[src/rtl/frame_cfg_loader.sv]
// Configuration-word loader: turns a valid/ready stream of {address, data} words into
// setup/strobe/hold write sequences on the switch-block configuration bus.
`timescale 1ns/1ps
module frame_cfg_loader #(
    parameter int ADDR_W    = 6,
    parameter int DATA_W    = 1,
    parameter int NUM_LINES = 18,
    parameter int CNT_W     = 6
) (
    input  logic              prog_clk,
    input  logic              prog_rst_n,
    input  logic              cfg_start,
    input  logic              s_valid,
    output logic              s_ready,
    input  logic [ADDR_W-1:0] s_addr,
    input  logic [DATA_W-1:0] s_data,
    input  logic              s_last,
    output logic              enable,
    output logic [ADDR_W-1:0] address,
    output logic [DATA_W-1:0] data_in,
    output logic [CNT_W-1:0]  wr_count,
    output logic              cfg_done,
    output logic              cfg_err
);

    typedef enum logic [2:0] {
        IDLE,
        ACCEPT,
        SETUP,
        STROBE,
        HOLD,
        DONE,
        ERR
    } state_t;

    state_t state;
    state_t state_next;
    logic   last_q;
    logic   illegal;

    // Decoder index is the address without its bit-select LSB.
    assign illegal = 32'(s_addr[ADDR_W-1:1]) >= 32'(NUM_LINES);

    always_ff @(posedge prog_clk or negedge prog_rst_n) begin
        if (!prog_rst_n) begin
            state <= IDLE;
        end else begin
            state <= state_next;
        end
    end

    always_comb begin
        state_next = state;
        case (state)
            IDLE:    if (cfg_start) state_next = ACCEPT;
            ACCEPT:  if (s_valid) state_next = illegal ? ERR : SETUP;
            SETUP:   state_next = STROBE;
            STROBE:  state_next = HOLD;
            HOLD:    state_next = last_q ? DONE : ACCEPT;
            DONE,
            ERR:     if (cfg_start) state_next = ACCEPT;
            default: state_next = IDLE;
        endcase
    end

    always_comb begin
        s_ready = 1'b0;
        enable  = 1'b0;
        case (state)
            ACCEPT:  s_ready = 1'b1;
            STROBE:  enable  = 1'b1;
            default: ;
        endcase
    end

    // Bus registers load only when a legal word is taken, i.e. on the SETUP entry edge,
    // so the latch memories see stable address/data around the strobe.
    always_ff @(posedge prog_clk or negedge prog_rst_n) begin
        if (!prog_rst_n) begin
            address  <= '0;
            data_in  <= '0;
            last_q   <= 1'b0;
            wr_count <= '0;
            cfg_done <= 1'b0;
            cfg_err  <= 1'b0;
        end else begin
            case (state)
                IDLE, DONE, ERR: begin
                    if (cfg_start) begin
                        wr_count <= '0;
                        cfg_done <= 1'b0;
                        cfg_err  <= 1'b0;
                    end
                end
                ACCEPT: begin
                    if (cfg_start) begin
                        wr_count <= '0;
                        cfg_done <= 1'b0;
                        cfg_err  <= 1'b0;
                    end
                    if (s_valid) begin
                        if (illegal) begin
                            cfg_err <= 1'b1;
                        end else begin
                            address <= s_addr;
                            data_in <= s_data;
                            last_q  <= s_last;
                        end
                    end
                end
                HOLD: begin
                    if (wr_count != '1) wr_count <= wr_count + CNT_W'(1);
                    if (last_q) cfg_done <= 1'b1;
                end
                default: ;
            endcase
        end
    end

endmodule

[config.mk]
export PLATFORM = sky130hd
export DESIGN_NAME = frame_cfg_loader
export DESIGN_NICKNAME = d
export VERILOG_FILES = /design/src/rtl/frame_cfg_loader.sv
export SDC_FILE = /design/constraint.sdc
export NUM_CORES = 1
export LEC_CHECK = 0
export CORE_UTILIZATION = 39
export CTS_CLUSTER_SIZE = 24
export DETAILED_ROUTE_END_ITERATION = 8
export PLACE_DENSITY = 0.79
export SLEW_MARGIN = 10
export SYNTH_ARGS = -nofsm -noshare
export SYNTH_HDL_FRONTEND = slang
export SYNTH_SLANG_ARGS = --single-unit
export TNS_END_PERCENT = 100
[constraint.sdc]
create_clock -name prog_clk -period 2.55 [get_ports prog_clk]
set_clock_uncertainty 0.15 [all_clocks]
set_input_delay 0.6375 -clock prog_clk [delete_from_list [all_inputs] [get_ports prog_clk]]
set_output_delay 0.6375 -clock prog_clk [all_outputs]
set_load 0.02 [all_outputs]
* Word level (Yosys, flattened, before mapping) *
Index checks and enable logic that the tools add are counted.

word-level totals
  output and inout port bits = 17
  bits in registers = 19
  bits of input ports = 12
  logic and storage cells = 48

cells by class
  bitwise logic cells = 1
  mux-type cells = 17
  reduce and logical (&&, ||, !) cells = 9
  equality and inequality tests = 12
  order comparisons = 1
  add/sub/neg operators = 1

operators with widths
  operator             count
  $pmux 3 s5           1
  $mux 3               4
  $mux 6               2
  $pmux 6 s2           1
  $eq 3x3->1 const B   3
  $reduce_and 3->1     3
  $mux 1               7
  $add 6x1->6 const B  1
  $eq 3x2->1 const B   2
  $ne 2x2->1 const B   3
  $ne 6x6->1 const B   1
  $ge 5x5->1 const B   1
  $ne 2x1->1 const B   2
  $pmux 1 s2           2
  $reduce_bool 2->1    2
  $reduce_or 4->1      1
  $eq 3x1->1 const B   1
  $logic_not 3->1      1
  $reduce_or 3->1      1
  $reduce_and 2->1     1
  $not 1->1            1

* Depth between registers and ports, before layout *
Gate-level depths: netlist (run 1).

  depth after elaboration = 4
  mapped depth = 6
  depth with buffers taken out = 5

* Worst setup path after synthesis (run 1) *
OpenSTA, ideal clock, no wires.

  path kind = register -> register
  start = reg state[1]
  end = reg address[0]
  setup time = 0.125 ns
  slack = 0.672 ns
  cell stages (with the launch flop) = 5
  buffers on the path = 1
  arrival time = 1.603 ns
  data required time = 2.275 ns
  clock period less this slack = 1.878 ns
  cells stage by stage = dfrtp_1 -> buf_2 -> nor3b_2 -> nand3_1 -> mux2_2

between the ends
  word-level cells in the longest chain between the ends = 2

RTL lines
  item                               line  text
  from (decl)                        36    state_t state;
  from (signal assigned)             48    state <= state_next;
  $eq 3x1->1                         87    case (state)
  $reduce_and 3->1 (no source line)  --
  to (signal assigned)               105   address <= s_addr;
  to (decl)                          19    output logic [ADDR_W-1:0] address,

No other way between the ends.
A chain may end at the register's enable or synchronous reset.

* Worst setup path in the final report (run 1) *
  start = reg state[0]
  end = out s_ready

between the ends
  word-level cells in the longest chain between the ends = 2

RTL lines
  item        line  text
  $eq 3x1->1  69    case (state)
  $mux 1      69
  to (decl)   14    output logic s_ready,

No other way between the ends.

==> results of run 1 <==
-- worst register-to-register path, cell delays in order, from the launching register on --
cell and delay [ps]:
dfrtp_1 490, nor2b_1 460, o221ai_2 210, or3_1 390, a21oi_1 140
-- sequential cells by signal, summed over array words and instances (netlist names) --
name,count
data_in,1
cfg_done,1
address,6
last_q,1
state,3
cfg_err,1
wr_count,6
-- cell families after synthesis --
| group | synth area share |
|---|---|
| and+or+nand+nor | 0.172 |
| AOI/OAI and AO/OA | 0.183 |
| DFF | 0.503 |
| buffers and inverters | 0.0463 |
| muxes | 0.0833 |
| adders and majority gates | 0.0132 |
-- metrics by stage --
step / std cells / util
2_1_floorplan: 95 / -
3_3_place_gp: 152 / 0.567
3_5_place_dp: 152 / 0.567
4_1_cts: 156 / 0.578
5_1_grt: 156 / 0.579
6_report: 156 / 0.579
-- routing by layer --
layer / up-vias / GRT usage
li1: 412 / -
met1: 391 / 0.217
met2: 39 / 0.294
met3: 7 / 0.0506
met4: 0 / 0.0946
met5: - / 0
-- cell usage after synthesis (2+ instances only) --
master   count
or3_1        2
o22ai_1      3
o21ai_0      6
mux2_2       7
a21oi_1      9
nand3_1      9
o31ai_1      3
nor2_1       5
nand2_1      7
inv_1        5
buf_2        2
dfrtp_1     19
-- power groups by stage --
stage	clock network [mW]	logic, mW	registers (mW)
2_1_floorplan	0	0.307	0.586
3_3_place_gp	0	0.656	0.514
3_5_place_dp	0	0.665	0.518
4_1_cts	0.158	0.663	0.514
5_1_grt	0.174	0.713	0.534
6_report	0.152	0.656	0.516
-- timing repair --
item	4_1_cts	5_1_grt
resized for setup	1	1
endpoints found under the setup margin	1	1
pin swaps	0	0
-- cell type report --
class,instances,share of cell area
Clock buffer,4,0.0201
Inverter,6,0.0173
Multi-Input combinational cell,66,0.327
Sequential cell,19,0.364
Tap cell,28,0.0268
Timing Repair Buffer,33,0.244
-- final timing paths --
check / end / slack, ps
worst max register to register: wr_count[5] / 640
worst min register to register: address[5] / 380
worst max-delay path: s_ready / 300
worst min-delay path: address[5] / 380
min in group asynchronous: address[4] / 510
max in group asynchronous: wr_count[1] / 1540
==> flow_metrics.py, run 1 <==
metrics = {
    "finish": {
        "antenna_cells": 0,
        "fillers": 210,
        "layout_common_cells": "26 x clkdlybuf4s50_1, 19 x dfrtp_1, 9 x nand3_1, 9 x a21oi_1",
        "ff_latch_area_um2": 475,
        "final_nets": 142,
        "drive_gt1_frac": 0.141,
        "area_growth_pct": 38.0,
        "final_common_cell": "clkdlybuf4s50_1",
        "fin_area_mm2": 0.00131,
        "multi_input_area_um2": 427,
    },
    "global_routing": {
        "grt_max_degree": 20,
        "overflow": 0,
        "grtUsageTotal": 0.181,
        "antenna_found_initial": 0,
        "grt_pass1_wl_um": 3490,
        "grt_pass1_vias": 821,
    },
    "worst_setup_path": {
        "start_kind": "register",
        "path_delay_family": "flip-flops",
        "cp.arrival_ps": 1460,
        "crit_chain": "nor3b_2, dlygate4sd2_1",
        "cp.depth": 2,
        "path_buf_inv": 1,
        "critPathMaxStageDelay_ps": 500,
        "cp-end-kind": "output port",
        "cp_slowest_cell": "dfrtp_1",
        "cp_max_fo": 10,
        "cp-startpoint": "state[0]",
        "r2r-start": "state[2]",
        "reg2reg_depth": 4,
        "worstSetupPathType": "reg -> out",
        "critPathRequiredTime_ps": 1760,
    },
    "clocking": {
        "cts_tree": "done",
        "cts_root_buf": "clkbuf_4",
        "cts.sinks": 19,
        "clock_latency_ps": 300,
        "postCtsHoldBufs": 0,
        "postCtsSetupBuffers": 0,
        "clk_pin_slew_ps": 100,
        "cts_max_level": 1,
        "cts_buffers": 3,
        "clockBufferDepth": 2,
    },
    "floorplanning": {
        "coreArea_mm2": 0.00225,
        "design.die.area_mm2": 0.00263,
        "die_h_um": 51.3,
        "start_util": 0.420,
        "die_width_um": 51.3,
        "io_pins": 29,
        "fp-row-count": 17,
    },
    "detailed_routing": {
        "dr_wl_met3_um": 148,
        "route.layer.met1.wl_um": 903,
        "num_vias": 849,
        "drt_iter0_markers": 14,
        "avgRoutedWirePerCell_um": 13.1,
        "routed.top_layer": "met4",
        "drt.antenna.violating_nets": 0,
        "via_per_inst": 5.44,
        "post-route-drc-count": 0,
        "route.met2.wl_um": 934,
        "firstDrtPassIters": 4,
        "drt-total-wl_um": 2040,
    },
    "hold_path": {
        "min_path_cells": 2,
        "hp-class": "reg -> reg",
        "min_from": "address[5]",
    },
    "logic_synthesis": {
        "yosys_warnings": 0,
        "synth_cells": 95,
        "synth-edff-count": 0,
        "seq_area_frac_synth": 0.503,
        "synth_area_um2": 946,
        "yosys_register_bits": 19,
        "yosysTopAreaCellShare": 0.503,
        "synth_top_area_cell": "dfrtp_1",
        "synth_area_leaders": "dfrtp_1 50%, mux2_2 8.3%, a21oi_1 4.8%, nand3_1 4.8%, o21ai_0 3.2%",
        "avgSynthCellArea_um2": 9.96,
        "ys.flop_type": "dfrtp_1",
        "yosysUniqueCellTypes": 30,
        "syn_nets": 108,
        "async_flop_share": 1.00,
    },
    "power": {
        "power_frac_comb": 0.496,
        "p_seq_frac": 0.390,
        "power.total_mw": 1.32,
        "total_leakage_power_nw": 0.560,
        "swShare": 0.394,
        "switchingPower_mw": 0.522,
        "p_per_area_mw_per_mm2": 1010,
        "peakVddDrop_v": 0.000555,
        "power.clock.fraction": 0.115,
        "p_int_mw": 0.801,
    },
    "placed_design": {
        "io_buffers": 28,
        "post-dp-hpwl_um": 1540,
        "placed_cell_area_mm2": 0.00128,
        "gp_congestion": 0.867,
        "pre_cts_ws_ps": 187,
    },
    "timing": {
        "maxSlewViolCount": 0,
        "fin_worst_hold_slack_ps": 376,
        "setup_tns_ps": 0,
        "tightest_slew_ps": 490,
        "min_period_over_period": 0.881,
        "slew_headroom": 0.673,
        "fin_crit_ps": 2250,
        "finalSetupViolCount": 0,
        "setup_ws_ps": 304,
        "hold_viol": 0,
        "fmaxAchievable_mhz": 445,
        "grt_setup_unrepaired": "false",
    },
    "run_status": {
        "status": "finished, final reports clean",
    },
    "run": {
        "drv_cap": 0,
    },
}
Power figures use the tool's default switching activity.
==> run 2: changes to the inputs <==
==> constraint.sdc (replaced) <==
create_clock -name prog_clk -period 2.55 [get_ports prog_clk]
set_clock_uncertainty 0.15 [all_clocks]
set_input_delay 0.51 -clock prog_clk [delete_from_list [all_inputs] [get_ports prog_clk]]
set_output_delay 0.51 -clock prog_clk [all_outputs]
set_load 0.02 [all_outputs]
==> flow_metrics.py, run 2 (synthesis results as in run 1) <==
metrics = {
    "power": {
        "total_leakage_power_nw": 0.539,
        "swShare": 0.395,
        "peakVddDrop_v": 0.000632,
        "p_seq_frac": 0.396,
        "p_int_mw": 0.797,
        "switchingPower_mw": 0.521,
        "power_frac_comb": 0.489,
        "power.clock.fraction": 0.115,
        "p_per_area_mw_per_mm2": 1030,
    },
    "floorplanning": {
        "design.die.area_mm2": 0.00263,
        "io_pins": 29,
        "coreArea_mm2": 0.00225,
        "die_h_um": 51.3,
        "fp-row-count": 17,
        "die_width_um": 51.3,
        "start_util": 0.420,
    },
    "detailed_routing": {
        "drt.antenna.violating_nets": 0,
        "post-route-drc-count": 0,
        "avgRoutedWirePerCell_um": 13.1,
        "firstDrtPassIters": 4,
        "via_per_inst": 5.31,
        "drt-total-wl_um": 2010,
        "num_vias": 812,
        "drt_iter0_markers": 5,
    },
    "placed_design": {
        "gp_congestion": 0.795,
        "post-dp-hpwl_um": 1520,
        "pre_cts_ws_ps": 222,
        "placed_cell_area_mm2": 0.00125,
        "io_buffers": 28,
        "dp.cells": 149,
    },
    "timing": {
        "tightest_slew_ps": 483,
        "setup_ws_ps": 139,
        "maxSlewViolCount": 0,
        "fmaxAchievable_mhz": 415,
        "finalSetupViolCount": 0,
        "grt_setup_unrepaired": "false",
        "setup_tns_ps": 0,
        "slew_headroom": 0.677,
        "hold_viol": 0,
        "fin_crit_ps": 2410,
        "min_period_over_period": 0.945,
    },
    "finish": {
        "final_common_cell": "clkdlybuf4s50_1",
        "area_growth_pct": 35.7,
        "instances_no_fill": 153,
        "fillers": 206,
        "top_regs": "address (6), wr_count (6), state (3)",
        "fin_area_mm2": 0.00128,
        "final_core_util": 0.569,
        "final_nets": 139,
        "antenna_cells": 0,
        "drive_gt1_frac": 0.120,
        "ff_latch_area_um2": 475,
        "multi_input_area_um2": 427,
        "layout_common_cells": "27 x clkdlybuf4s50_1, 19 x dfrtp_1, 9 x nand3_1, 9 x a21oi_1",
    },
    "clocking": {
        "clock_latency_ps": 290,
        "cts_max_level": 1,
        "cts_root_buf": "clkbuf_4",
        "cts_buffers": 3,
        "cts.sinks": 19,
        "postCtsHoldBufs": 0,
        "clk_pin_slew_ps": 110,
        "clockBufferDepth": 2,
        "cts_tree": "done",
    },
    "worst_setup_path": {
        "worstSetupPathType": "reg -> out",
        "critPathRequiredTime_ps": 1890,
        "critPathMaxStageDelay_ps": 610,
        "cp.arrival_ps": 1750,
        "start_kind": "register",
        "crit_chain": "clkinv_1, nor2_1, clkdlybuf4s50_1",
        "path_buf_inv": 2,
        "path_delay_family": "buffers and inverters",
        "cp-end-kind": "output port",
        "cp_max_fo": 11,
        "cp_slowest_cell": "clkdlybuf4s50_1",
    },
    "run": {
        "drv_cap": 0,
    },
    "global_routing": {
        "grt_max_degree": 20,
        "antenna_found_initial": 0,
        "grt_pass1_vias": 786,
        "overflow": 0,
        "grt_pass1_wl_um": 3350,
        "grtUsageTotal": 0.169,
    },
    "run_status": {
        "status": "finished, final reports clean",
    },
    "hold_path": {
        "hp-class": "reg -> reg",
    },
}
[run 2: cell types whose count changed in the layout (fill, tap and decap cells not counted)]
cell,delta
buf_4,-3
dlygate4sd2_1,-1
clkdlybuf4s50_1,+1
[run 2: what timing repair did]
action                     in CTS  in global routing
setup buffers                   0                  0
setup endpoints to repair       0                  1
gates resized for setup         0                  1
[run 2: cell type report]
cell class                      count  share of cell area
Timing Repair Buffer               30               0.232
Tap cell                           28              0.0273
Multi-Input combinational cell     66               0.332
Sequential cell                    19               0.370
Clock buffer                        4              0.0205
Inverter                            6              0.0175
[run 2: worst paths after layout]
path	startpoint	endpoint	slack [ps]	cells after the start
setup / recovery	state[1]	enable	140	3
hold / removal	data_in	data_in	360	1
min in group asynchronous	prog_rst_n	address[0]	390	2
hold reg to reg	data_in	data_in	360	1
setup reg to reg	state[0]	wr_count[3]	670	4
max in group asynchronous	prog_rst_n	state[0]	1660	2
[run 2: layer usage]
metal	GRT usage	vias to the layer above	wire (um)
li1	-	400	-
met2	0.281	24	985
met4	0.0586	0	6
met1	0.223	386	915
met3	0.0268	2	97
met5	0	-	0
[run 2: power groups by stage]
stage          combinational [mW]  sequential [mW]  clock [mW]
6_report                    0.644            0.522       0.151
5_1_grt                     0.702            0.542       0.173
4_1_cts                     0.650            0.523       0.157
3_5_place_dp                0.646            0.527           0
3_3_place_gp                0.633            0.524           0
2_1_floorplan               0.307            0.586           0
[run 2: worst register-to-register path, cell delays in order (launching register included)]
cell and delay (ps):
dfrtp_1 490, nor2b_1 440, o221ai_2 220, or3_1 370, a21oi_1 150
[run 2: metrics by stage]
step / hold slack [ps] / power, mW
floorplan: 64.4 / 0.893
global placement: 340 / 1.16
detailed placement: 345 / 1.17
CTS: 368 / 1.33
global route: 390 / 1.42
finish: 365 / 1.32
